<file path="src/rtl/uart_rx_frame_decoder_if.sv">
// Receive word handshake between the UART frame decoder and its consumer.
// The decoder drives the word and error flags; the consumer drives data_ready.
interface uart_rx_frame_decoder_if #(
   parameter int DATA_BITS = 8
);
   logic [DATA_BITS-1:0] data_out;
   logic                 data_valid;
   logic                 data_ready;
   logic                 parity_error;
   logic                 framing_error;
   logic                 overrun_error;

   modport master (
      output data_out,
      output data_valid,
      input  data_ready,
      output parity_error,
      output framing_error,
      output overrun_error
   );

   modport slave (
      input  data_out,
      input  data_valid,
      output data_ready,
      input  parity_error,
      input  framing_error,
      input  overrun_error
   );
endinterface

</file>
<file path="src/rtl/uart_rx_frame_decoder.sv">
// UART receive frame decoder: 16x oversampled start/data/parity/stop
// decoding, presenting each byte on a valid/ready handshake.
module uart_rx_frame_decoder #(
   parameter int DATA_BITS  = 8,
   parameter int OVERSAMPLE = 16,
   parameter int PARITY_EN  = 0,
   parameter int PARITY_ODD = 0
) (
   input  logic clk_in,
   input  logic reset,
   input  logic baud_clk,
   input  logic rx,
   output logic busy,
   uart_rx_frame_decoder_if.master rx_if
);
   localparam int OSW = $clog2(OVERSAMPLE);
   localparam int BCW = $clog2(DATA_BITS + 1);

   localparam logic [OSW-1:0] OS_HALF = OSW'(OVERSAMPLE / 2 - 1);
   localparam logic [OSW-1:0] OS_LAST = OSW'(OVERSAMPLE - 1);
   localparam logic [BCW-1:0] BC_LAST = BCW'(DATA_BITS - 1);
   localparam logic           P_ODD   = (PARITY_ODD != 0);
   localparam logic           P_EN    = (PARITY_EN != 0);

   localparam logic [2:0] S_IDLE   = 3'd0;
   localparam logic [2:0] S_START  = 3'd1;
   localparam logic [2:0] S_DATA   = 3'd2;
   localparam logic [2:0] S_PARITY = 3'd3;
   localparam logic [2:0] S_STOP   = 3'd4;

   logic [2:0]           state;
   logic                 rx_m;
   logic                 rx_s;
   logic                 baud_clk_d;
   logic                 tick;
   logic [OSW-1:0]       os_cnt;
   logic [BCW-1:0]       bit_cnt;
   logic [DATA_BITS-1:0] shreg;
   logic                 par_bad;
   logic [DATA_BITS-1:0] data_q;
   logic                 valid_q;
   logic                 perr_q;
   logic                 ferr_q;
   logic                 ovr_q;

   assign tick = baud_clk & ~baud_clk_d;
   assign busy = (state != S_IDLE);

   assign rx_if.data_out      = data_q;
   assign rx_if.data_valid    = valid_q;
   assign rx_if.parity_error  = perr_q;
   assign rx_if.framing_error = ferr_q;
   assign rx_if.overrun_error = ovr_q;

   always_ff @(posedge clk_in) begin
      if (reset) begin
         state      <= S_IDLE;
         rx_m       <= 1'b1;
         rx_s       <= 1'b1;
         baud_clk_d <= 1'b0;
         os_cnt     <= '0;
         bit_cnt    <= '0;
         shreg      <= '0;
         par_bad    <= 1'b0;
         data_q     <= '0;
         valid_q    <= 1'b0;
         perr_q     <= 1'b0;
         ferr_q     <= 1'b0;
         ovr_q      <= 1'b0;
      end else begin
         rx_m       <= rx;
         rx_s       <= rx_m;
         baud_clk_d <= baud_clk;
         ovr_q      <= 1'b0;
         if (valid_q && rx_if.data_ready)
            valid_q <= 1'b0;
         if (tick) begin
            case (state)
               S_IDLE: begin
                  if (!rx_s) begin
                     os_cnt <= '0;
                     state  <= S_START;
                  end
               end
               S_START: begin
                  if (os_cnt == OS_HALF) begin
                     if (rx_s) begin
                        state <= S_IDLE;
                     end else begin
                        os_cnt  <= '0;
                        bit_cnt <= '0;
                        par_bad <= 1'b0;
                        state   <= S_DATA;
                     end
                  end else begin
                     os_cnt <= os_cnt + 1'b1;
                  end
               end
               S_DATA: begin
                  if (os_cnt == OS_LAST) begin
                     shreg   <= {rx_s, shreg[DATA_BITS-1:1]};
                     os_cnt  <= '0;
                     bit_cnt <= bit_cnt + 1'b1;
                     if (bit_cnt == BC_LAST)
                        state <= P_EN ? S_PARITY : S_STOP;
                  end else begin
                     os_cnt <= os_cnt + 1'b1;
                  end
               end
               S_PARITY: begin
                  if (os_cnt == OS_LAST) begin
                     par_bad <= ((^shreg) ^ rx_s) != P_ODD;
                     os_cnt  <= '0;
                     state   <= S_STOP;
                  end else begin
                     os_cnt <= os_cnt + 1'b1;
                  end
               end
               S_STOP: begin
                  if (os_cnt == OS_LAST) begin
                     // Load and accept in the same cycle: new word wins, no overrun.
                     os_cnt  <= '0;
                     state   <= S_IDLE;
                     data_q  <= shreg;
                     perr_q  <= par_bad;
                     ferr_q  <= ~rx_s;
                     valid_q <= 1'b1;
                     ovr_q   <= valid_q & ~rx_if.data_ready;
                  end else begin
                     os_cnt <= os_cnt + 1'b1;
                  end
               end
               default: state <= S_IDLE;
            endcase
         end
      end
   end
endmodule

</file>
<file path="src/flat_wrapper.sv">
// flat-port wrapper written by rule: the top's interface ports become plain ports
module uart_rx_frame_decoder_flat 
#(
   parameter int DATA_BITS  = 8,
   parameter int OVERSAMPLE = 16,
   parameter int PARITY_EN  = 0,
   parameter int PARITY_ODD = 0
)
  (clk_in, reset, baud_clk, rx, busy, rx_if_data_out, rx_if_data_valid, rx_if_data_ready, rx_if_parity_error, rx_if_framing_error, rx_if_overrun_error);
  uart_rx_frame_decoder_if #(.DATA_BITS(DATA_BITS)) rx_if_i ();
  input  logic clk_in;
  input  logic reset;
  input  logic baud_clk;
  input  logic rx;
  output logic busy;
  output wire logic [$bits(rx_if_i.data_out)-1:0] rx_if_data_out;
  output wire logic [$bits(rx_if_i.data_valid)-1:0] rx_if_data_valid;
  input wire logic [$bits(rx_if_i.data_ready)-1:0] rx_if_data_ready;
  output wire logic [$bits(rx_if_i.parity_error)-1:0] rx_if_parity_error;
  output wire logic [$bits(rx_if_i.framing_error)-1:0] rx_if_framing_error;
  output wire logic [$bits(rx_if_i.overrun_error)-1:0] rx_if_overrun_error;
  assign rx_if_data_out = rx_if_i.data_out;
  assign rx_if_data_valid = rx_if_i.data_valid;
  assign rx_if_i.data_ready = rx_if_data_ready;
  assign rx_if_parity_error = rx_if_i.parity_error;
  assign rx_if_framing_error = rx_if_i.framing_error;
  assign rx_if_overrun_error = rx_if_i.overrun_error;
  uart_rx_frame_decoder #(.DATA_BITS(DATA_BITS), .OVERSAMPLE(OVERSAMPLE), .PARITY_EN(PARITY_EN), .PARITY_ODD(PARITY_ODD)) u_core (.clk_in(clk_in), .reset(reset), .baud_clk(baud_clk), .rx(rx), .busy(busy), .rx_if(rx_if_i));
endmodule
</file>
<file path="config.mk">
export PLATFORM = sky130hd
export DESIGN_NAME = uart_rx_frame_decoder_flat
export DESIGN_NICKNAME = d
export VERILOG_FILES = /design/src/rtl/uart_rx_frame_decoder_if.sv /design/src/rtl/uart_rx_frame_decoder.sv /design/src/flat_wrapper.sv
export SDC_FILE = /design/constraint.sdc
export NUM_CORES = 1
export LEC_CHECK = 0
export BUFFER_PORTS_ARGS = -buffer_cell sky130_fd_sc_hd__buf_2
export CAP_MARGIN = 20
export CORE_MARGIN = 1
export CORE_UTILIZATION = 50
export CTS_BUF_LIST = sky130_fd_sc_hd__clkbuf_16
export CTS_CLUSTER_SIZE = 16
export DETAILED_ROUTE_END_ITERATION = 10
export PLACE_DENSITY = 0.7
export SLEW_MARGIN = 20
export SYNTH_ARGS = -nofsm -noshare
export SYNTH_HDL_FRONTEND = slang
export SYNTH_SLANG_ARGS = --single-unit
</file>
<file path="constraint.sdc">
create_clock -name clk_in -period 4.7 [get_ports clk_in]
set_input_delay 0.235 -clock clk_in [delete_from_list [all_inputs] [get_ports clk_in]]
set_output_delay 0.235 -clock clk_in [all_outputs]
set_load 0.01 [all_outputs]
</file>
==> impl_metrics.sql <==
INSERT INTO impl_metrics (metric_group, metric, value, unit) VALUES
('yosys', 'synth_seq_cells', '35', ''),
('layout', 'fin_area', '1890', 'µm²'),
('critical_path', 'rrSetupSlack', '2600', 'ps'),
('place', 'place_congestion', '0.774', ''),
('timing', 'fin_hold_ws', '143', 'ps'),
('clock_network', 'cts_hold_buf', '0', ''),
('layout', 'antenna_diode_count', '0', ''),
('yosys', 'yosys.area.top_type_share', '0.417', ''),
('clock_network', 'tritoncts', 'built', ''),
('clock_network', 'clk_pin_slew_worst_paths', '50', 'ps'),
('layout', 'layout-area-overhead-vs-synth', '12.5', '%'),
('timing', 'final-max-slew-violation-count', '0', ''),
('yosys', 'synth_flop_cell', 'sky130_fd_sc_hd__dfxtp_1', ''),
('detailed_routing', 'detailedRoute.firstIterationViolations', '43', ''),
('critical_path', 'timing.critical_path.arrival', '2230', 'ps'),
('detailed_routing', 'final_antenna_net_count', '0', ''),
('pwr', 'power_leakage', '0.785', 'nW'),
('place', 'detailed_place.area', '1750', 'µm²'),
('timing', 'fin_tns_setup', '0', 'ps'),
('place', 'hpwl', '1990', 'µm'),
('clock_network', 'clk-insertion-delay-late', '280', 'ps'),
('yosys', 'netlist_instances', '171', ''),
('yosys', 'edff_count_synth', '0', ''),
('clock_network', 'post_cts_resize_count', '0', ''),
('clock_network', 'cts_buffers', '5', ''),
('yosys', 'syn-cell-area', '1680', 'µm²'),
('timing', 'period_share', '0.446', ''),
('yosys', 'yosys_warnings', '0', ''),
('job', 'timing.max_cap.violations', '0', ''),
('place', 'numPortBuffers', '17', ''),
('timing', 'period_minus_slack', '2100', 'ps'),
('global_route', 'grt_usage', '0.183', ''),
('timing', 'skew', '5.86', 'ps'),
('timing', 'pin_slew_with_the_least_headroom_to_its_limit', '807', 'ps'),
('critical_path', 'critical_path.max_fanout', '13', ''),
('critical_path', 'worst-endpoint-required', '4840', 'ps'),
('yosys', 'synthDistinctLibCells', '45', ''),
('timing', 'grt_setup_unrepaired', 'false', ''),
('floorplanning', 'floorplan.core_area', '3130', 'µm²'),
('floorplanning', 'floorplan.die.height', '60.0', 'µm'),
('yosys', 'avgSynthCellArea', '9.83', 'µm²'),
('yosys', 'synth.area.top_cells', 'sky130_fd_sc_hd__dfxtp_1, sky130_fd_sc_hd__mux2i_1, sky130_fd_sc_hd__nor2_1, sky130_fd_sc_hd__xnor2_1, sky130_fd_sc_hd__a21oi_1', ''),
('layout', 'drive_above_1_share', '0.189', ''),
('clock_network', 'post-cts-setup-buffers', '0', ''),
('global_route', 'first_global_vias', '1132', ''),
('timing', 'slew_headroom', '0.461', ''),
('clock_network', 'cts-root-to-sink-buffers', '2', ''),
('pwr', 'finalPower', '639', 'µW'),
('timing', 'finalSetupViolations', '0', ''),
('global_route', 'number_of_antenna_violations_at_the_first_check_in_global_routing', '0', ''),
('critical_path', 'critPathKind', 'reg2reg', ''),
('floorplanning', 'num_ports', '18', ''),
('status', 'result_of_the_run', 'completed', ''),
('detailed_routing', 'first_drt_pass_iteration_count', '4', ''),
('detailed_routing', 'via_per_inst', '5.41', ''),
('detailed_routing', 'vias', '1238', ''),
('clock_network', 'cts-root-buf', 'sky130_fd_sc_hd__clkbuf_16', ''),
('yosys', 'post-synth-top-area-cell', 'sky130_fd_sc_hd__dfxtp_1', ''),
('detailed_routing', 'drt_wl_total', '2940', 'µm'),
('clock_network', 'cts_htree_levels', '2', ''),
('pwr', 'power-per-cell-area', '338', 'nW/µm²'),
('floorplanning', 'initial_utilization', '0.538', ''),
('floorplanning', 'die_w', '60.0', 'µm'),
('layout', 'design.final.nets', '191', ''),
('floorplanning', 'core.rowCount', '20', ''),
('timing', 'final-hold-violation-count', '0', ''),
('critical_path', 'setup.worst_path.end_class', 'register', ''),
('yosys', 'synth_seq_area_share', '0.417', ''),
('timing', 'max_freq', '477', 'MHz'),
('detailed_routing', 'drc_errors', '0', ''),
('global_route', 'grt_start_max_net_pins', '37', ''),
('yosys', 'synth.net_count', '178', ''),
('clock_network', 'clock_sink_count', '35', ''),
('yosys', 'async_reset_ff_frac', '0', ''),
('global_route', 'globalRouteOverflowTotal', '0', ''),
('worst_hold_path', 'tightest_hold_check_type', 'in2reg', ''),
('pwr', 'vdd.ir_drop.worst', '0.209', 'mV'),
('floorplanning', 'die_area', '3600', 'µm²'),
('global_route', 'grt_first_pass_wirelength', '4890', 'µm'),
('detailed_routing', 'detail_route.wl_per_cell', '12.8', 'µm'),
('critical_path', 'timing.critical_path.from_type', 'register', '');
## cell usage after synthesis, types with 3 or more instances
master,n
sky130_fd_sc_hd__a21oi_1,9
sky130_fd_sc_hd__buf_2,3
sky130_fd_sc_hd__buf_6,3
sky130_fd_sc_hd__clkbuf_1,3
sky130_fd_sc_hd__dfxtp_1,35
sky130_fd_sc_hd__inv_1,3
sky130_fd_sc_hd__mux2i_1,18
sky130_fd_sc_hd__nand2_1,6
sky130_fd_sc_hd__nand2b_1,4
sky130_fd_sc_hd__nand3_1,3
sky130_fd_sc_hd__nor2_1,25
sky130_fd_sc_hd__nor3_1,3
sky130_fd_sc_hd__o21a_1,3
sky130_fd_sc_hd__o21ai_1,4
sky130_fd_sc_hd__xnor2_1,6
## worst paths after layout
path,cells past startpoint,startpoint,end
worst min register to register,1,u_core.rx_m,u_core.rx_s
worst max register to register,5,u_core.os_cnt[0],u_core.rx_if.data_out[0]
worst min-delay path,2,rx,u_core.rx_m
worst max-delay path,5,u_core.os_cnt[0],u_core.rx_if.data_out[0]
## power breakdown
group,internal [mW],switching (mW),leakage (nW)
registers,0.299,0.00283,0.283
clock network,0.195,0.122,0.0658
logic,0.00764,0.0124,0.436
total,0.501,0.138,0.785
## layout by cell type (no fill, tap or decap), drive strengths merged, types with 2 or more instances in the layout
master / count
a21oi: 10
a22o: 2
and3: 2
buf: 17
clkbuf: 5
clkinvlp: 2
dfxtp: 35
ha: 2
inv: 3
mux2i: 18
nand2: 6
nand2b: 5
nand3: 4
nand3b: 2
nand4: 2
nor2: 25
nor2b: 2
nor3: 3
nor4: 3
nor4b: 2
o21a: 3
o21ai: 4
or2: 2
or2b: 2
or3b: 3
xnor2: 6
xor2: 2
## registers in the layout, indices dropped and copies added, names as in the netlist, 3 cells and up
name,flops
u_core.os_cnt,4
u_core.shreg,8
u_core.state,3
u_core.bit_cnt,4
u_core.rx_if.data_out,8
## stage by stage
stage          cells  setup slack [ps]   util
6_report         229              2600  0.605
3_5_place_dp     221              2600  0.558
4_1_cts          229              2600  0.605
3_3_place_gp     221              2710  0.558
2_1_floorplan    171              2960      -
5_1_grt          229              2370  0.605
## area by class of cell
| cell class | count | area, µm² |
|---|---|---|
| Fill cell | 289 | 1240 |
| Multi-Input combinational cell | 122 | 895 |
| Sequential cell | 35 | 701 |
| Clock buffer | 5 | 125 |
| Timing Repair Buffer | 17 | 85.1 |
| Tap cell | 44 | 55.1 |
| Clock inverter | 3 | 20.0 |
| Inverter | 3 | 11.3 |
## cells by family (layout without fill, tap and decap cells)
logic type	count (synthesis)	count (layout)	share of synthesized area
adders and majority gates	2	2	0.0149
xor gates and xnor gates	9	9	0.0551
buffers and inverters	14	28	0.0513
AOI/OAI and AO/OA	25	25	0.120
and+or+nand+nor	67	67	0.228
muxes	19	19	0.114
DFF	35	35	0.417
## routing by layer
layer / GRT usage / up-vias / part of all wire
met5: 0 / - / 0
met4: 0.0897 / 0 / 0.012
met3: 0.0455 / 4 / 0.032
met2: 0.295 / 23 / 0.46
met1: 0.228 / 584 / 0.50
li1: - / 627 / -
## worst max-delay path, cell delays in order, from the launching register on
cell	delay, ps
sky130_fd_sc_hd__dfxtp_1	360
sky130_fd_sc_hd__ha_1	220
sky130_fd_sc_hd__and3_1	280
sky130_fd_sc_hd__nand4_1	660
sky130_fd_sc_hd__mux2i_1	360
sky130_fd_sc_hd__nor2_1	60
Power figures use the tool's default switching activity.
